### src/rtl/dac_spi_pkg.sv
`timescale 1ns/1ps
// Shared definitions for the APD high-voltage DAC serial transmitter:
// state encoding, frame geometry and a frame-duration helper.
package dac_spi_pkg;

   localparam int DEF_DATA_W = 10;
   localparam int DEF_PAD_W  = 2;
   localparam int FRAME_W    = DEF_DATA_W + DEF_PAD_W;

   typedef enum logic [4:0] {
      ST_IDLE  = 5'b00001,
      ST_SETUP = 5'b00010,
      ST_SHIFT = 5'b00100,
      ST_HOLD  = 5'b01000,
      ST_GAP   = 5'b10000
   } state_e;

   // Cycles chip select stays low: setup + 2 phases per bit + hold.
   function automatic int frame_cycles(input int clk_div, input int frame_w);
      return clk_div * (2 * frame_w + 2);
   endfunction

endpackage

### src/rtl/dac_spi_tx_if.sv
`timescale 1ns/1ps
// Request/pin bundle between the compensation block (master) and the
// DAC transmitter (slave).
interface dac_spi_tx_if #(
   parameter int DW = dac_spi_pkg::DEF_DATA_W
);
   logic          i_dac_start;
   logic [DW-1:0] i_dac_value;
   logic          o_dac_cs_n;
   logic          o_dac_sclk;
   logic          o_dac_din;
   logic          o_dac_busy;
   logic          o_dac_done;

   modport master (
      output i_dac_start, i_dac_value,
      input  o_dac_cs_n, o_dac_sclk, o_dac_din, o_dac_busy, o_dac_done
   );

   modport slave (
      input  i_dac_start, i_dac_value,
      output o_dac_cs_n, o_dac_sclk, o_dac_din, o_dac_busy, o_dac_done
   );
endinterface

### src/rtl/dac_spi_clkgen.sv
`timescale 1ns/1ps
// Half-period divider: counts 0..CLK_DIV-1 and flags the terminal count.
// clr restarts the count so every FSM state begins on a full phase.
module dac_spi_clkgen #(
   parameter int CLK_DIV = 5
) (
   input  logic i_clk_50m,
   input  logic i_rst,
   input  logic clr,
   output logic tick
);
   localparam int               CNT_W    = (CLK_DIV > 1) ? $clog2(CLK_DIV) : 1;
   localparam logic [CNT_W-1:0] CNT_LAST = CNT_W'(CLK_DIV - 1);

   logic [CNT_W-1:0] cnt_reg;

   assign tick = (cnt_reg == CNT_LAST);

   always_ff @(posedge i_clk_50m) begin
      if (i_rst || clr || tick) begin
         cnt_reg <= '0;
      end else begin
         cnt_reg <= cnt_reg + 1'b1;
      end
   end
endmodule

### src/rtl/dac_spi_tx.sv
`timescale 1ns/1ps
// Serial transmitter for the 10-bit APD HV DAC: frames {code, zero pad}
// MSB-first under chip select, with a one-deep last-write-wins pending slot.
module dac_spi_tx
   import dac_spi_pkg::*;
#(
   parameter int CLK_DIV = 5,
   parameter int DATA_W  = DEF_DATA_W,
   parameter int PAD_W   = DEF_PAD_W,
   parameter int CS_GAP  = 10
) (
   input  logic        i_clk_50m,
   input  logic        i_rst,
   dac_spi_tx_if.slave dac
);
   localparam int               FRM_W    = DATA_W + PAD_W;
   localparam int               BC_W     = $clog2(FRM_W);
   localparam int               GAP_W    = (CS_GAP > 1) ? $clog2(CS_GAP) : 1;
   localparam logic [BC_W-1:0]  BIT_LAST = BC_W'(FRM_W - 1);
   localparam logic [GAP_W-1:0] GAP_LAST = GAP_W'(CS_GAP - 1);

   state_e             state_reg, state_next;
   logic [FRM_W-1:0]   shift_reg, shift_next;
   logic [BC_W-1:0]    bit_cnt_reg, bit_cnt_next;
   logic [GAP_W-1:0]   gap_cnt_reg, gap_cnt_next;
   logic               pend_reg, pend_next;
   logic [DATA_W-1:0]  pend_val_reg, pend_val_next;
   logic               cs_n_reg, cs_n_next;
   logic               sclk_reg, sclk_next;
   logic               din_reg, din_next;
   logic               busy_reg, busy_next;
   logic               done_reg, done_next;

   logic               tick;
   logic               div_clr;
   logic               gap_exit;
   logic               last_bit;
   logic               do_load;
   logic [FRM_W-1:0]   load_word;

   assign div_clr  = (state_next != state_reg);
   assign gap_exit = (state_reg == ST_GAP) && (gap_cnt_reg == GAP_LAST);
   assign last_bit = (bit_cnt_reg == BIT_LAST);
   assign do_load  = ((state_reg == ST_IDLE) && dac.i_dac_start) ||
                     (gap_exit && (dac.i_dac_start || pend_reg));
   // A fresh start always beats an older pending value at GAP exit.
   assign load_word = {(dac.i_dac_start ? dac.i_dac_value : pend_val_reg), {PAD_W{1'b0}}};

   dac_spi_clkgen #(.CLK_DIV(CLK_DIV)) u_clkgen (
      .i_clk_50m (i_clk_50m),
      .i_rst     (i_rst),
      .clr       (div_clr),
      .tick      (tick)
   );

   always_ff @(posedge i_clk_50m) begin
      if (i_rst) begin
         state_reg    <= ST_IDLE;
         shift_reg    <= '0;
         bit_cnt_reg  <= '0;
         gap_cnt_reg  <= '0;
         pend_reg     <= 1'b0;
         pend_val_reg <= '0;
         cs_n_reg     <= 1'b1;
         sclk_reg     <= 1'b0;
         din_reg      <= 1'b0;
         busy_reg     <= 1'b0;
         done_reg     <= 1'b0;
      end else begin
         state_reg    <= state_next;
         shift_reg    <= shift_next;
         bit_cnt_reg  <= bit_cnt_next;
         gap_cnt_reg  <= gap_cnt_next;
         pend_reg     <= pend_next;
         pend_val_reg <= pend_val_next;
         cs_n_reg     <= cs_n_next;
         sclk_reg     <= sclk_next;
         din_reg      <= din_next;
         busy_reg     <= busy_next;
         done_reg     <= done_next;
      end
   end

   always_comb begin
      state_next = state_reg;
      case (state_reg)
         ST_IDLE:  if (dac.i_dac_start) state_next = ST_SETUP;
         ST_SETUP: if (tick) state_next = ST_SHIFT;
         ST_SHIFT: if (tick && sclk_reg && last_bit) state_next = ST_HOLD;
         ST_HOLD:  if (tick) state_next = ST_GAP;
         ST_GAP:   if (gap_exit) state_next = (dac.i_dac_start || pend_reg) ? ST_SETUP : ST_IDLE;
         default:  state_next = ST_IDLE;
      endcase
   end

   always_comb begin
      shift_next    = shift_reg;
      bit_cnt_next  = bit_cnt_reg;
      gap_cnt_next  = gap_cnt_reg;
      pend_next     = pend_reg;
      pend_val_next = pend_val_reg;
      cs_n_next     = cs_n_reg;
      sclk_next     = sclk_reg;
      din_next      = din_reg;
      busy_next     = busy_reg;
      done_next     = 1'b0;

      if (dac.i_dac_start && busy_reg && !gap_exit) begin
         pend_next     = 1'b1;
         pend_val_next = dac.i_dac_value;
      end

      case (state_reg)
         ST_SHIFT: begin
            if (tick) begin
               if (!sclk_reg) begin
                  sclk_next = 1'b1;
               end else begin
                  sclk_next = 1'b0;
                  if (!last_bit) begin
                     shift_next   = shift_reg << 1;
                     din_next     = shift_reg[FRM_W-2];
                     bit_cnt_next = bit_cnt_reg + 1'b1;
                  end
               end
            end
         end
         ST_HOLD: begin
            if (tick) begin
               cs_n_next    = 1'b1;
               done_next    = 1'b1;
               din_next     = 1'b0;
               gap_cnt_next = '0;
            end
         end
         ST_GAP: begin
            gap_cnt_next = gap_cnt_reg + 1'b1;
            if (gap_exit) begin
               gap_cnt_next = '0;
               pend_next    = 1'b0;
               busy_next    = 1'b0;
            end
         end
         default: ;
      endcase

      if (do_load) begin
         shift_next   = load_word;
         din_next     = load_word[FRM_W-1];
         bit_cnt_next = '0;
         cs_n_next    = 1'b0;
         sclk_next    = 1'b0;
         busy_next    = 1'b1;
      end
   end

   assign dac.o_dac_cs_n = cs_n_reg;
   assign dac.o_dac_sclk = sclk_reg;
   assign dac.o_dac_din  = din_reg;
   assign dac.o_dac_busy = busy_reg;
   assign dac.o_dac_done = done_reg;
endmodule
### src/flat_wrapper.sv
// flat-port wrapper written by rule: the top's interface ports become plain ports
module dac_spi_tx_flat import dac_spi_pkg::*;
#(
   parameter int CLK_DIV = 5,
   parameter int DATA_W  = DEF_DATA_W,
   parameter int PAD_W   = DEF_PAD_W,
   parameter int CS_GAP  = 10
)
  (i_clk_50m, i_rst, dac_i_dac_start, dac_i_dac_value, dac_o_dac_cs_n, dac_o_dac_sclk, dac_o_dac_din, dac_o_dac_busy, dac_o_dac_done);
  dac_spi_tx_if dac_i ();
  input  logic i_clk_50m;
  input  logic i_rst;
  input wire logic [$bits(dac_i.i_dac_start)-1:0] dac_i_dac_start;
  input wire logic [$bits(dac_i.i_dac_value)-1:0] dac_i_dac_value;
  output wire logic [$bits(dac_i.o_dac_cs_n)-1:0] dac_o_dac_cs_n;
  output wire logic [$bits(dac_i.o_dac_sclk)-1:0] dac_o_dac_sclk;
  output wire logic [$bits(dac_i.o_dac_din)-1:0] dac_o_dac_din;
  output wire logic [$bits(dac_i.o_dac_busy)-1:0] dac_o_dac_busy;
  output wire logic [$bits(dac_i.o_dac_done)-1:0] dac_o_dac_done;
  assign dac_i.i_dac_start = dac_i_dac_start;
  assign dac_i.i_dac_value = dac_i_dac_value;
  assign dac_o_dac_cs_n = dac_i.o_dac_cs_n;
  assign dac_o_dac_sclk = dac_i.o_dac_sclk;
  assign dac_o_dac_din = dac_i.o_dac_din;
  assign dac_o_dac_busy = dac_i.o_dac_busy;
  assign dac_o_dac_done = dac_i.o_dac_done;
  dac_spi_tx #(.CLK_DIV(CLK_DIV), .DATA_W(DATA_W), .PAD_W(PAD_W), .CS_GAP(CS_GAP)) u_core (.i_clk_50m(i_clk_50m), .i_rst(i_rst), .dac(dac_i));
endmodule
### config.mk
export PLATFORM = sky130hd
export DESIGN_NAME = dac_spi_tx_flat
export DESIGN_NICKNAME = d
export VERILOG_FILES = /design/src/rtl/dac_spi_pkg.sv /design/src/rtl/dac_spi_tx_if.sv /design/src/rtl/dac_spi_clkgen.sv /design/src/rtl/dac_spi_tx.sv /design/src/flat_wrapper.sv
export SDC_FILE = /design/constraint.sdc
export NUM_CORES = 1
export LEC_CHECK = 0
export ABC_AREA = 0
export CORE_MARGIN = 10
export CORE_UTILIZATION = 55
export DETAILED_ROUTE_END_ITERATION = 10
export GPL_ROUTABILITY_DRIVEN = 0
export PLACE_DENSITY_LB_ADDON = 0.1
export SYNTH_ARGS = -nofsm -noshare
export SYNTH_HDL_FRONTEND = slang
export SYNTH_SLANG_ARGS = --single-unit
### constraint.sdc
create_clock -name i_clk_50m -period 2.9 [get_ports i_clk_50m]
set_input_delay 0.87 -clock i_clk_50m [delete_from_list [all_inputs] [get_ports i_clk_50m]]
set_output_delay 0.87 -clock i_clk_50m [all_outputs]
set_load 0.05 [all_outputs]
==> flow_metrics.env <==
export IMPL_status="finished, final reports clean"
export IMPL_drcViolationCount=0
export IMPL_start_util_pct=58.46
export IMPL_p_clk_share_pct=32.5
export IMPL_crit_chain="clkdlybuf4s50_1"
export IMPL_die_width_um=80.26
export IMPL_dp_cells=273
export IMPL_clk_latency_ns=0.35
export IMPL_synth_area_leaders="dfxtp_1 (41%), nor2_1 (5.6%), mux2i_1 (5.5%)"
export IMPL_die_area_um2=6441
export IMPL_regArea_um2=820.8
export IMPL_period_needed_ns=2.510
export IMPL_yosysUniqueCellTypes=47
export IMPL_fmax_ghz=0.3984
export IMPL_relSlewSlack_pct=63.81
export IMPL_reg2reg_depth=5
export IMPL_final_nets=252
export IMPL_reg2reg_to="u_core.shift_reg[7]"
export IMPL_drive_gt1_share_pct=9.362
export IMPL_min_path_type="reg -> reg"
export IMPL_drt_antenna_violating_nets=0
export IMPL_rows=21
export IMPL_grt_setup_unrepaired="false"
export IMPL_cp_buffers_inverters=1
export IMPL_grt_start_max_net_pins=15
export IMPL_io_buffers=17
export IMPL_crit_path_start_kind="flop"
export IMPL_post_cts_setup_buffer_count=0
export IMPL_clock_sinks=41
export IMPL_crit_path_end_kind="primary output"
export IMPL_seq_area_frac_synth_pct=41.10
export IMPL_clk_pin_slew_ns=0.13
export IMPL_multi_input_comb_area_um2=1095
export IMPL_min_period_over_period_pct=86.56
export IMPL_switchingPower_mw=0.3137
export IMPL_post_cts_resized=0
export IMPL_slew_violations=0
export IMPL_h_tree_depth=2
export IMPL_path_class="reg -> out"
export IMPL_synth_seq_cells=41
export IMPL_p_int_mw=0.8507
export IMPL_layout_common_cells="dfxtp_1 (41), nor2_1 (30), a21oi_1 (17), clkdlybuf4s50_1 (17)"
export IMPL_cpMaxStageDelayCell="clkdlybuf4s50_1"
export IMPL_leakagePower_nw=0.8619
export IMPL_p_comb_share_pct=14.8
export IMPL_placed_cell_area_um2=2203
export IMPL_cts_hold_fix_buffers=0
export IMPL_die_h_um=80.26
export IMPL_finClkSkew_ns=0.01289
export IMPL_timing_critical_path_arrival_ns=1.64
export IMPL_ys_warn_count=0
export IMPL_diodes=0
export IMPL_tightest_slew_ns=0.5418
export IMPL_worstSetupPathDepth=1
export IMPL_ys_flop_type="dfxtp_1"
export IMPL_setup_viol=0
export IMPL_required_ns=2.03
export IMPL_synth_nets=235
export IMPL_fin_setup_tns_ns=0
export IMPL_synth_edf_count=0
export IMPL_via_per_inst=6.021
export IMPL_grt_pass1_wl_um=7458
export IMPL_grt_pass1_vias=1655
export IMPL_peakVddDrop_uv=367.2
export IMPL_core_um2=3416
export IMPL_critPathCapture="dac_o_dac_sclk"
export IMPL_syn_area_um2=1997
export IMPL_finalHoldViolCount=0
export IMPL_largest_register_ffs=10
export IMPL_drv_cap=0
export IMPL_avgSynthCellArea_um2=9.202
export IMPL_final_common_cell="dfxtp_1"
export IMPL_reg2reg_slack_ns=0.78
export IMPL_r2r_start="u_core.state_reg[2]"
export IMPL_fin_cells=281
export IMPL_dr_total_vias=1692
export IMPL_dr_pass1_iters=5
export IMPL_startpoint="u_core.dac.o_dac_sclk"
export IMPL_antenna_found_initial=0
export IMPL_cts_tree="yes"
export IMPL_synthToLayoutAreaGrowth_pct=14.54
export IMPL_io_pins=18
export IMPL_power_density_nw_per_um2=509.1
export IMPL_yosysTopAreaCell="dfxtp_1"
export IMPL_swShare_pct=26.94
export IMPL_syn_inst=217
export IMPL_synth_top_area_share_pct=41.10
export IMPL_wl_um=4309
export IMPL_clockBufferDepth=2
export IMPL_dp_hpwl_um=3294
export IMPL_wl_per_cell_um=15.33
export IMPL_max_stage_delay_ns=0.84
export IMPL_async_flop_share_pct=0
export IMPL_nFillCells=289
export IMPL_worstPathMaxFanout=6
export IMPL_numCtsBuffers=5
export IMPL_drtIter0Drc=254
export IMPL_fin_area_um2=2287
export IMPL_critPathTopFamily="buffers and inverters"
export IMPL_cts_root_buf="clkbuf_4"
export IMPL_seqPwrFrac_pct=52.8
export IMPL_grt_total_usage_pct=14.15
export IMPL_grt_overflow=0
[routing by layer]
metal | up-vias | global-route usage [%] | share of wire, %
met5 | - | 0 | 0
met4 | 0 | 5.106 | 1.6
met3 | 8 | 4.454 | 6.4
met2 | 54 | 23.19 | 49
met1 | 797 | 16.93 | 43
li1 | 833 | - | -
[cell type report]
type,count,share of cell area (%)
Clock buffer,5,1.641
Clock inverter,3,2.024
Inverter,6,0.9847
Multi-Input combinational cell,158,47.87
Sequential cell,41,35.89
Tap cell,46,2.516
Timing Repair Buffer,22,9.081
[power by group through the flow]
stage | clock [mW] | combinational [mW] | sequential, mW
2_1_floorplan | 0 | 0.111 | 0.629
3_3_place_gp | 0 | 0.166 | 0.625
3_5_place_dp | 0 | 0.171 | 0.626
4_1_cts | 0.387 | 0.172 | 0.614
5_1_grt | 0.409 | 0.189 | 0.618
6_report | 0.378 | 0.172 | 0.614
[worst register-to-register path, stage by stage (launching register included)]
cell	delay (ns)
dfxtp_1	0.46
nor4_4	0.49
a41oi_1	0.26
a21oi_4	0.31
nor3_2	0.15
a221o_1	0.36
[synth_stat cells, types with 2 or more instances]
master	count
a22o_1	4
ha_1	5
a41oi_1	2
nor3_2	2
a211oi_1	2
and3_1	2
nor2_1	30
dfxtp_1	41
nand2_1	11
xor2_1	4
o21ai_0	7
clkbuf_1	6
mux2i_1	11
a221o_1	4
nand3_1	6
inv_1	6
a222oi_1	5
buf_2	5
nand3b_1	3
or3_1	2
nor3_1	8
nand4_1	2
a21oi_1	17
and3b_1	2
a21o_1	2
a21bo_1	4
nor2b_1	2
o211ai_1	2
xnor2_1	2
[logic make-up (layout without fill, tap and decap cells)]
family                     after synthesis  count (layout)  synth area share, %
xor gates and xnor gates                 6               6                2.632
adders and majority gates                5               5                3.133
muxes                                   12              12                6.078
and+or+nand+nor                         79              79                22.24
DFF                                     41              41                41.10
AOI/OAI and AO/OA                       56              56                20.74
buffers and inverters                   18              36                4.072
[worst min path at each step]
stage / endpoint / depth (start not counted) / startpoint / slack, ns
after detailed placement: u_core.shift_reg[10] / 1 / u_core.shift_reg[10] / 0.44
final: u_core.u_clkgen.cnt_reg[0] / 1 / u_core.u_clkgen.cnt_reg[0] / 0.47
after global placement: u_core.shift_reg[10] / 1 / u_core.shift_reg[10] / 0.43
after floorplan: u_core.shift_reg[10] / 1 / u_core.shift_reg[10] / 0.42
after CTS: u_core.u_clkgen.cnt_reg[0] / 1 / u_core.u_clkgen.cnt_reg[0] / 0.47
after global routing: u_core.shift_reg[10] / 1 / u_core.shift_reg[10] / 0.49
[metrics by stage]
stage / worst slack, ns / power, mW / hold slack [ns] / util [%]
6_report: 0.3899 / 1.164 / 0.4709 / 66.96
5_1_grt: 0.3019 / 1.216 / 0.4898 / 66.96
4_1_cts: 0.3487 / 1.173 / 0.4747 / 66.96
3_5_place_dp: 0.3615 / 0.7973 / 0.4415 / 64.51
3_3_place_gp: 0.4265 / 0.7914 / 0.4341 / 64.51
2_1_floorplan: 0.9207 / 0.7404 / 0.4166 / -
No activity file was read; power rests on OpenSTA's default activity.
